## src/rtl/dmul_rot_param.sv

```systemverilog
// Rotation-based unary multiplier: thermometer stream A against a slowly stepped stream B, counted over N*N cycles.
// Build option DMUL_ROT_PARAM_BIPOLAR_EN selects XNOR (bipolar) counting instead of AND (unipolar).
module dmul_rot_param #(
    parameter int W = 8
) (
    input  logic           clk,
    input  logic           rst_n,
    input  logic           start,
    input  logic           abort,
    input  logic [W-1:0]   iA,
    input  logic [W-1:0]   iB,
    output logic           ready,
    output logic           busy,
    output logic           done,
    output logic           oBit,
    output logic [2*W:0]   oC
);

    typedef enum logic [1:0] {
        S_IDLE = 2'd0,
        S_RUN  = 2'd1,
        S_DONE = 2'd2
    } state_t;

    state_t         state_q, state_d;
    logic [W-1:0]   cnt_a_q, cnt_a_d;
    logic [W-1:0]   cnt_b_q, cnt_b_d;
    logic [W-1:0]   a_buf_q, a_buf_d;
    logic [W-1:0]   b_buf_q, b_buf_d;
    logic [2*W:0]   oc_q, oc_d;
    logic [2*W:0]   oc_sum;
    logic           a_bit, b_bit, prod_bit;
    logic           a_wrap, last_cycle;

    assign a_bit      = (a_buf_q > cnt_a_q);
    assign b_bit      = (b_buf_q > cnt_b_q);
    assign a_wrap     = (cnt_a_q == {W{1'b1}});
    assign last_cycle = a_wrap && (cnt_b_q == {W{1'b1}});

`ifdef DMUL_ROT_PARAM_BIPOLAR_EN
    assign prod_bit = ~(a_bit ^ b_bit);
`else
    assign prod_bit = a_bit & b_bit;
`endif

    always_ff @(posedge clk or negedge rst_n) begin
        if (!rst_n) begin
            state_q <= S_IDLE;
        end else begin
            state_q <= state_d;
        end
    end

    always_ff @(posedge clk or negedge rst_n) begin
        if (!rst_n) begin
            cnt_a_q <= '0;
            cnt_b_q <= '0;
            a_buf_q <= '0;
            b_buf_q <= '0;
            oc_q    <= '0;
        end else begin
            cnt_a_q <= cnt_a_d;
            cnt_b_q <= cnt_b_d;
            a_buf_q <= a_buf_d;
            b_buf_q <= b_buf_d;
            oc_q    <= oc_d;
        end
    end

    always_comb begin
        state_d = state_q;
        case (state_q)
            S_IDLE: begin
                if (start) state_d = S_RUN;
            end
            S_RUN: begin
                if (abort)           state_d = S_IDLE;
                else if (last_cycle) state_d = S_DONE;
            end
            S_DONE:  state_d = S_IDLE;
            default: state_d = S_IDLE;
        endcase
    end

    // The top count bit only carries information in the bipolar build.
    always_comb begin
        oc_sum = oc_q + {{(2*W){1'b0}}, prod_bit};
`ifndef DMUL_ROT_PARAM_BIPOLAR_EN
        oc_sum[2*W] = 1'b0;
`endif
    end

    always_comb begin
        cnt_a_d = cnt_a_q;
        cnt_b_d = cnt_b_q;
        a_buf_d = a_buf_q;
        b_buf_d = b_buf_q;
        oc_d    = oc_q;
        case (state_q)
            S_IDLE: begin
                if (start) begin
                    a_buf_d = iA;
                    b_buf_d = iB;
                    cnt_a_d = '0;
                    cnt_b_d = '0;
                    oc_d    = '0;
                end
            end
            S_RUN: begin
                if (abort) begin
                    oc_d = '0;
                end else begin
                    cnt_a_d = cnt_a_q + W'(1);
                    if (a_wrap) cnt_b_d = cnt_b_q + W'(1);
                    oc_d = oc_sum;
                end
            end
            default: ;
        endcase
    end

    always_comb begin
        ready = (state_q == S_IDLE);
        busy  = (state_q == S_RUN);
        done  = (state_q == S_DONE);
        oBit  = (state_q == S_RUN) && prod_bit;
    end

    assign oC = oc_q;

endmodule

```

## config.mk

```make
export PLATFORM = sky130hd
export DESIGN_NAME = dmul_rot_param
export DESIGN_NICKNAME = d
export VERILOG_FILES = /design/src/rtl/dmul_rot_param.sv
export SDC_FILE = /design/constraint.sdc
export NUM_CORES = 1
export LEC_CHECK = 0
export ABC_AREA = 1
export BUFFER_PORTS_ARGS = -buffer_cell sky130_fd_sc_hd__buf_4
export CAP_MARGIN = 20
export CORE_ASPECT_RATIO = 0.8
export CORE_MARGIN = 2
export CORE_UTILIZATION = 52
export CTS_CLUSTER_SIZE = 12
export DETAILED_ROUTE_END_ITERATION = 8
export GPL_TIMING_DRIVEN = 0
export PLACE_DENSITY = 0.88
export SYNTH_ARGS = -nofsm -noshare
export SYNTH_HDL_FRONTEND = slang
export SYNTH_SLANG_ARGS = --single-unit
```

## constraint.sdc

```tcl
create_clock -name clk -period 2.2 [get_ports clk]
set_clock_uncertainty 0.2 [all_clocks]
set_input_delay 0.22 -clock clk [delete_from_list [all_inputs] [get_ports clk]]
set_output_delay 0.22 -clock clk [all_outputs]
set_load 0.005 [all_outputs]
```

After elaboration in Yosys (flattened, before gate mapping)
Cells that the tools add are included.
Word-level totals
  register bits after elaboration: 51
  bits of input ports: 20
  word-level logic and storage cells: 42
Cells by class
  add/sub/neg operators: 3
  order comparisons: 2
  equal/unequal tests: 8
  muxes and demuxes: 13
  bitwise operators: 1
  reductions and logical operators: 9
Operators by type and width (number)
  17-bit one-hot mux with 2 select lines: 1
  8-bit two-way mux: 4
  8-bit one-hot mux with 2 select lines: 2
  17-bit two-way mux: 1
  16-bit by 1-bit adder with 16-bit output: 1
  8-bit by 1-bit adder with 8-bit output, second input constant: 2
  8-bit == test, second input constant: 2
  8-bit greater-than comparator: 2
  16-bit two-way mux: 1
  2-bit two-way mux: 3
  2-bit AND reduction: 3
  2-bit != test, second input constant: 2
  2-bit one-hot mux with 2 select lines: 1
  4-bit AND reduction: 1
  3-bit by 2-bit != test with 1-bit output, second input constant: 1
  3-bit AND reduction: 1
  2-bit by 1-bit == test with 1-bit output, second input constant: 1
  2-bit == test, second input constant: 1
  1-bit logical AND: 2
  2-bit zero test: 1
  2-bit by 1-bit != test with 1-bit output, second input constant: 1
  2-bit nonzero test: 1
  1-bit bitwise AND: 1

Depth between registers and ports, before layout
Gate-level depths: netlist (run 1).
  depth in word-level cells: 5
  depth in mapped cells: 20
  mapped depth without buffers: 20

Least setup slack after synthesis (run 1)
Ideal clock, no wire load.
  kind: reg2reg
  start point: register cnt_a_q[7]
  end point: register oc_q[13] (netlist: oC[13])
  arrival: 1.908 ns
  setup slack: -0.024 ns
  stages on the path, launching flop included: 18
  buffers on the path: 0
  path through: dfrtp_1 -> inv_1 -> ha_1 -> nand2_1 -> nor2_1 -> nand4_1 -> nand2_1 -> inv_1 -> nand3_1 -> inv_1 -> ha_1 -> nand3_1 -> nor2_1 -> nand2_1 -> nor2_1 -> nand2_1 -> nand2_1 -> nor2_1
On the way
  cells in the longest elaborated chain, start to end: 5
Ends and longest elaborated chain
  from (decl): RTL line 26  | logic [W-1:0] cnt_a_q, cnt_a_d;
  from (signal assigned): RTL line 62  | cnt_a_q <= cnt_a_d;
  8-bit greater-than comparator: RTL line 35  | assign a_bit = (a_buf_q > cnt_a_q);
  1-bit bitwise AND: RTL line 43  | assign prod_bit = a_bit & b_bit;
  16-bit by 1-bit adder with 16-bit output: RTL line 87  | oc_sum = oc_q + {{(2*W){1'b0}}, prod_bit};
  16-bit two-way mux: RTL line 110  | if (abort) begin
  17-bit one-hot mux with 2 select lines: RTL line 99  | case (state_q)
  to (signal assigned): RTL line 60  | oc_q <= '0;
  to (signal assigned): RTL line 66  | oc_q <= oc_d;
  to (decl): RTL line 30  | logic [2*W:0] oc_q, oc_d;
No other way between the ends.
A chain may end at the register's enable or synchronous reset.

Worst setup path in the final report (run 1)
  start point: register cnt_b_q[7]
  end point: register oc_q[10] (netlist: oC[10])
On the way
  cells in the longest elaborated chain, start to end: 5
Ends and longest elaborated chain
  from (decl): RTL line 27  | logic [W-1:0] cnt_b_q, cnt_b_d;
  from (signal assigned): RTL line 63  | cnt_b_q <= cnt_b_d;
  8-bit greater-than comparator: RTL line 36  | assign b_bit = (b_buf_q > cnt_b_q);
  1-bit bitwise AND: RTL line 43
  16-bit by 1-bit adder with 16-bit output: RTL line 87
  16-bit two-way mux: RTL line 110
  17-bit one-hot mux with 2 select lines: RTL line 99
No other way between the ends.

==> qor.txt, run 1 <==
Congestion Overflow GR -> 0
combinational power share -> 0.322
Starting DRT DRC Count -> 194
CP arrival -> 2490 ps
switch share -> 0.347
Crit path depth -> 16
number of max-cap violations -> 0
Reg-to-Reg End -> oC[10]
R2R setup slack -> -280 ps
fillers -> 412
post-detail-place hpwl -> 4720 um
endpoints failing setup -> 15
die width -> 88.5 um
I/O Pins -> 41
count of different cell masters after synthesis -> 31
Initial Utilization -> 0.540
vias in the first global route -> 2,716
Residual DRC -> 0
RSZ-0062 raised after global routing -> true
cts bufs inserted -> 5
worst setup margin -> -281 ps
fmax -> 0.403 GHz
drt wl/cell -> 13.4 um
Net Sw Power -> 866 uW
critical path fanouts, max -> 4
Initial DRT Pass Iterations -> 7
worst setup path end -> oC[10]
crit-path most repeated cell -> nand2_1
Setup crit start kind -> register
failing checks -> negative setup slack
worst r2r src -> cnt_b_q[7]
net count after synthesis -> 433
largest net degree at the start of global routing -> 51
Lkg Pwr -> 1.93 nW
Avg Vias per Cell -> 5.21
Worst Setup SP -> cnt_b_q[7]
minimum clock period -> 2480 ps
worst slew pin tran -> 656 ps
area of the core -> 0.00550 mm^2
maximum buffer depth of the clock tree -> 2
CP Cell Sequence -> inv_1, ha_1, nand2_1, nor2_2, nand2_1, nand2_1, nand3_2, inv_2, ha_4, nand2_4, nor2_4, nand2_4, nor2_4, nand3_2, nor2_1, nor2_1
Bufs and invs on worst path -> 2
Final GP Congestion -> 0.854
CTS tree -> done
peak supply drop -> 425 uV
Slew HR -> 0.559
Mapped Cells -> 393
max incr delay on CP -> 380 ps
clock power share -> 0.227
sequential area share after synthesis -> 0.421
number of diodes -> 0
H-tree depth -> 2
Root Driver -> clkbuf_8
DIE AREA -> 0.00633 mm^2
Synth Area per Inst -> 7.55 um^2
outcome -> finished, violations left
Final Net Count -> 507
worst setup path class -> reg2reg
family with the most delay on the worst path -> simple AND/OR/NAND/NOR gates
Synth Cell Area -> 0.00297 mm^2
clock slew at reported path FFs -> 90 ps
EDFF count, synth -> 0
routed via count -> 2,846
total wire length -> 7330 um
clock tree sinks -> 50
Worst Reg-to-Reg Cells -> 16
Fin. Hold Viols -> 0
clock latency on the worst-skew pair -> 310 ps
Tcrit/Tclk final -> 1.13
ys flop type -> dfrtp_1
Port Buffers -> 39
layout cells sized above 1 -> 0.235
yosys warns -> 0
Cell Count, Final, Fillers Out -> 546
total global-route track usage -> 0.245
fraction of power consumed by sequential logic -> 0.451
first-pass GRT wire length -> 12,000 um
placed cell count -> 510
P_int -> 1.63 mW
Area Growth Syn to Fin -> 29.5%
synthesized flop and latch total -> 50
total negative setup slack -> -3060 ps
initial antenna violation count -> 0
fin. max-slew vios -> 0
post-route ant nets -> 0
total power -> 2.49 mW
critical path required time -> 2210 ps
Site Rows -> 24
Layout Utilization -> 0.699
asr flop ratio synth -> 1.00
die height -> 71.6 um
PwrDens -> 648 mW/mm^2
hold crit path type -> in2reg
Worst Setup End Kind -> register
Crit-path slowest cell -> dfrtp_1
worst min path at each step:
stage | end | start | cells past startpoint | slack [ps]
final | cnt_a_q[0] | abort | 4 | 10
after global routing | cnt_a_q[0] | abort | 4 | 30
after CTS | cnt_a_q[0] | abort | 4 | 6
after detailed placement | oC[1] | rst_n | 1 | 80
after global placement | oC[0] | rst_n | 1 | 90
after floorplan | a_buf_q[0] | rst_n | 0 | -280
cells in the mapped netlist (2+ instances only):
master / number / area [um^2]
a21o_1: 2 / 15.0
nand2_2: 4 / 25.0
nand3_1: 16 / 80.1
dfrtp_1: 50 / 1250
nor2_1: 39 / 146
nor2_4: 2 / 22.5
buf_6: 2 / 22.5
a21oi_1: 17 / 85.1
inv_1: 46 / 173
o21ai_0: 18 / 90.1
nor3_1: 6 / 30.0
o21ai_1: 6 / 30.0
xor2_1: 2 / 17.5
buf_2: 3 / 15.0
ha_1: 20 / 250
inv_2: 2 / 7.51
nand2_4: 5 / 56.3
buf_4: 2 / 15.0
nand2_1: 131 / 492
nand4_1: 7 / 43.8
nor2_2: 3 / 18.8
kinds of logic after synthesis:
kind of cell,share of synthesized area
other,0.00126
and+or+nand+nor,0.318
xor gates and xnor gates,0.00590
adders and majority gates,0.0843
AOI/OAI and AO/OA,0.0906
buffers and inverters,0.0784
DFF,0.421
metal layers:
| layer | vias up | GRT usage | share of wire |
|---|---|---|---|
| met5 | - | 0 | 0 |
| li1 | 1388 | - | - |
| met4 | 0 | 0.0926 | 0.022 |
| met3 | 17 | 0.0461 | 0.063 |
| met2 | 122 | 0.414 | 0.49 |
| met1 | 1319 | 0.313 | 0.43 |
per-stage QoR:
stage	setup slack, ps	cell area [um^2]	hold slack [ps]
after detailed placement	-359	3360	84.2
final	-281	3840	11.8
after global placement	-312	3360	85.8
after global routing	-442	3840	29.2
after CTS	-199	3790	5.97
after floorplan	5.08	2970	-276
sequential cells by signal, indices dropped and copies added, names as in the netlist:
register  count
cnt_a_q       8
state_q       2
oC           16
cnt_b_q       8
b_buf_q       8
a_buf_q       8
power groups by stage:
stage	logic, mW	clock network, mW	registers (mW)
final	0.803	0.565	1.12
after global routing	0.912	0.611	1.13
after CTS	0.774	0.573	1.12
after detailed placement	0.676	0	1.13
after global placement	0.629	0	1.12
after floorplan	0.473	0	1.11
tightest hold or removal path, cell delays in order:
cell and delay [ps]:
buf_4 110, nor2_4 50, nand2_1 40, o21ai_0 60
cell usage in the layout, fill, tap and decap left out, drive strengths merged, types with 2 or more instances in the layout:
cell / netlist / final
nor3: 6 / 6
o21ai: 25 / 25
ha: 20 / 20
a21o: 2 / 2
dlygate4sd3: 0 / 17
buf: 7 / 57
inv: 48 / 48
nand2: 140 / 140
nand3: 17 / 17
clkbuf: 0 / 7
dfrtp: 50 / 50
nand4: 7 / 7
a21oi: 18 / 18
xor2: 2 / 2
nor2: 44 / 44
area by class of cell:
type | count | area (um^2) | share of cell area
Multi-Input combinational cell | 288 | 1620 | 0.422
Sequential cell | 50 | 1250 | 0.326
Timing Repair Buffer | 67 | 549 | 0.143
Inverter | 48 | 180 | 0.0469
Tap cell | 78 | 97.6 | 0.0254
Clock buffer | 7 | 86.3 | 0.0225
Buffer | 7 | 52.6 | 0.0137
Clock inverter | 1 | 5.00 | 0.00130
what timing repair did:
| action | in CTS | in global routing |
|---|---|---|
| hold endpoints to repair | 66 | 0 |
| setup buffers | 9 | 2 |
| pin swaps | 14 | 10 |
| hold buffers | 17 | 0 |
| gates resized for setup | 27 | 9 |
| setup endpoints to repair | 17 | 16 |
Power figures use the tool's default switching activity.
==> inputs of run 2 (changes only) <==
Settings changed: CORE_MARGIN 2 to default, CORE_UTILIZATION 52 to 33, PLACE_DENSITY 0.88 to 0.65.
==> run 2 against run 1 <==
The run still ends with negative setup slack left. Clock power is 16% higher. Critical path depth stayed put. Total power is 5.6% higher. Largest cell class unchanged. Fmax is 0.81% higher. Critical path type unchanged.
==> qor.txt, run 2 (synthesis gave the netlist of run 1 again) <==
outcome -> finished, violations left (unchanged)
failing checks -> negative setup slack (unchanged)
critical path fanouts, max -> 4 (unchanged)
H-tree depth -> 2 (unchanged)
I/O Pins -> 41 (unchanged)
most common cell after layout, fill and taps aside -> nand2_1 (unchanged)
RSZ-0062 raised after global routing -> true (unchanged)
maximum buffer depth of the clock tree -> 2 (unchanged)
most frequent cells in the layout -> 124 x nand2_1, 53 x buf_4, 50 x dfrtp_1 (was 127 x nand2_1, 51 x buf_4, 50 x dfrtp_1)
register area -> 0.00125 mm^2 (unchanged)
Root Driver -> clkbuf_8 (unchanged)
fmax -> 0.406 GHz (was 0.403 GHz)
Avg Vias per Cell -> 4.70 (was 5.21)
P_int -> 1.76 mW (was 1.63 mW)
minimum clock period -> 2460 ps (was 2480 ps)
Port Buffers -> 39 (unchanged)
DIE AREA -> 0.00938 mm^2 (was 0.00633 mm^2)
worst setup margin -> -261 ps (was -281 ps)
Residual DRC -> 0 (unchanged)
fillers -> 845 (was 412)
Net Sw Power -> 869 uW (was 866 uW)
Area Growth Syn to Fin -> 34.0% (was 29.5%)
number of max-cap violations -> 0 (unchanged)
routed via count -> 2,748 (was 2,846)
Final GP Congestion -> 0.799 (was 0.854)
hold crit path type -> in2reg (unchanged)
cts bufs inserted -> 5 (unchanged)
clock power share -> 0.249 (was 0.227)
total power -> 2.63 mW (was 2.49 mW)
Setup crit start kind -> register (unchanged)
worst slew pin tran -> 640 ps (was 656 ps)
met3 wire len -> 306 um (was 459 um)
vias in the first global route -> 2,577 (was 2,716)
first-pass GRT wire length -> 12,000 um (about the same)
post-route ant nets -> 0 (unchanged)
layout cells sized above 1 -> 0.247 (was 0.235)
initial antenna violation count -> 0 (unchanged)
drt wl/cell -> 12.1 um (was 13.4 um)
Fin. Hold Viols -> 0 (unchanged)
Slew HR -> 0.573 (was 0.559)
die height -> 86.8 um (was 71.6 um)
clock slew at reported path FFs -> 90 ps (about the same)
Lkg Pwr -> 1.98 nW (was 1.93 nW)
area of the core -> 0.00860 mm^2 (was 0.00550 mm^2)
CTS tree -> done (unchanged)
area occupied by multi-input gates -> 0.00165 mm^2 (was 0.00162 mm^2)
Site Rows -> 30 (was 24)
M1 WL -> 3530 um (was 3150 um)
pre-CTS setup slack -> -410 ps (was -359 ps)
fraction of power consumed by sequential logic -> 0.426 (was 0.451)
combinational power share -> 0.325 (was 0.322)
Congestion Overflow GR -> 0 (unchanged)
worst setup path class -> reg2reg (unchanged)
post-detail-place hpwl -> 4920 um (was 4720 um)
Final Net Count -> 512 (was 507)
fin. max-slew vios -> 0 (unchanged)
Tcrit/Tclk final -> 1.12 (was 1.13)
total wire length -> 7070 um (was 7330 um)
number of diodes -> 0 (unchanged)
clock tree sinks -> 50 (unchanged)
PwrDens -> 661 mW/mm^2 (was 648 mW/mm^2)
critical path required time -> 2210 ps (about the same)
largest net degree at the start of global routing -> 51 (unchanged)
die width -> 108 um (was 88.5 um)
endpoints failing setup -> 14 (was 15)
Initial DRT Pass Iterations -> 4 (was 7)
routed wl met2 -> 3160 um (was 3560 um)
peak supply drop -> 315 uV (was 425 uV)
CP arrival -> 2470 ps (was 2490 ps)
clock latency on the worst-skew pair -> 310 ps (about the same)
placed cell count -> 544 (was 510)
Cell Count, Final, Fillers Out -> 585 (was 546)
total global-route track usage -> 0.163 (was 0.245)
Largest register FFs -> 16 (unchanged)
Initial Utilization -> 0.345 (was 0.540)
Worst Setup End Kind -> register (unchanged)
Starting DRT DRC Count -> 103 (was 194)
DR top layer -> met4 (unchanged)
switch share -> 0.330 (was 0.347)
==> run 2: cell type report <==
type / instances / area share
Buffer: 7 / 0.0132
Clock buffer: 7 / 0.0192
Clock inverter: 1 / 0.00754
Inverter: 48 / 0.0453
Multi-Input combinational cell: 288 / 0.415
Sequential cell: 50 / 0.314
Tap cell: 112 / 0.0352
Timing Repair Buffer: 72 / 0.150
==> run 2: worst paths after layout <==
check	start	endpoint	slack, ps	cells past startpoint
min reg2reg	b_buf_q[2]	b_buf_q[2]	290	2
min	abort	cnt_a_q[0]	50	4
min in group asynchronous	rst_n	oC[11]	250	2
max in group asynchronous	rst_n	b_buf_q[0]	1090	2
max reg2reg	cnt_b_q[6]	oC[13]	-260	16
max	cnt_b_q[6]	oC[13]	-260	16
==> run 2: power groups by stage <==
| stage | sequential, mW | clock, mW | combinational, mW |
|---|---|---|---|
| final | 1.12 | 0.655 | 0.855 |
| after global routing | 1.14 | 0.702 | 0.983 |
| after CTS | 1.12 | 0.669 | 0.793 |
| after detailed placement | 1.13 | 0 | 0.675 |
| after global placement | 1.12 | 0 | 0.640 |
| after floorplan | 1.11 | 0 | 0.473 |
==> run 2: worst max-delay path: stages (launching register included) <==
cell	delay, ps
dfrtp_1	400
inv_1	100
ha_1	280
nand2_1	70
nor2_2	120
nand2_1	70
nand2_1	70
nand3_2	130
inv_2	130
ha_4	160
nand3_4	90
nor2_4	190
nand2_2	90
nor2_2	110
nand2_1	60
nand2_1	50
nor2_1	40
==> run 2: repair_timing <==
action                                  4_1_cts  5_1_grt
endpoints found under the setup margin       17       17
endpoints found under the hold margin        66        0
setup buffers                                11        6
pin swaps                                    19       12
hold buffers                                 17        0
gates resized for setup                      36       10
==> run 2: stage by stage <==
| step | hold WS, ps | instance area (um^2) | setup TNS [ps] | utilization |
|---|---|---|---|---|
| detailed placement | 91.9 | 3410 | -3760 | 0.396 |
| global placement | 86.0 | 3410 | -3670 | 0.396 |
| global route | 93.5 | 3980 | -5810 | 0.463 |
| CTS | 39.9 | 3900 | -2390 | 0.453 |
| finish | 45.6 | 3980 | -2980 | 0.463 |
| floorplan | -276 | 2970 | 0 | - |
==> run 2: per-layer routing <==
| layer | vias to the layer above | track usage |
|---|---|---|
| li1 | 1403 | - |
| met1 | 1277 | 0.230 |
| met2 | 61 | 0.255 |
| met3 | 7 | 0.0308 |
| met4 | 0 | 0.0423 |
| met5 | - | 0 |
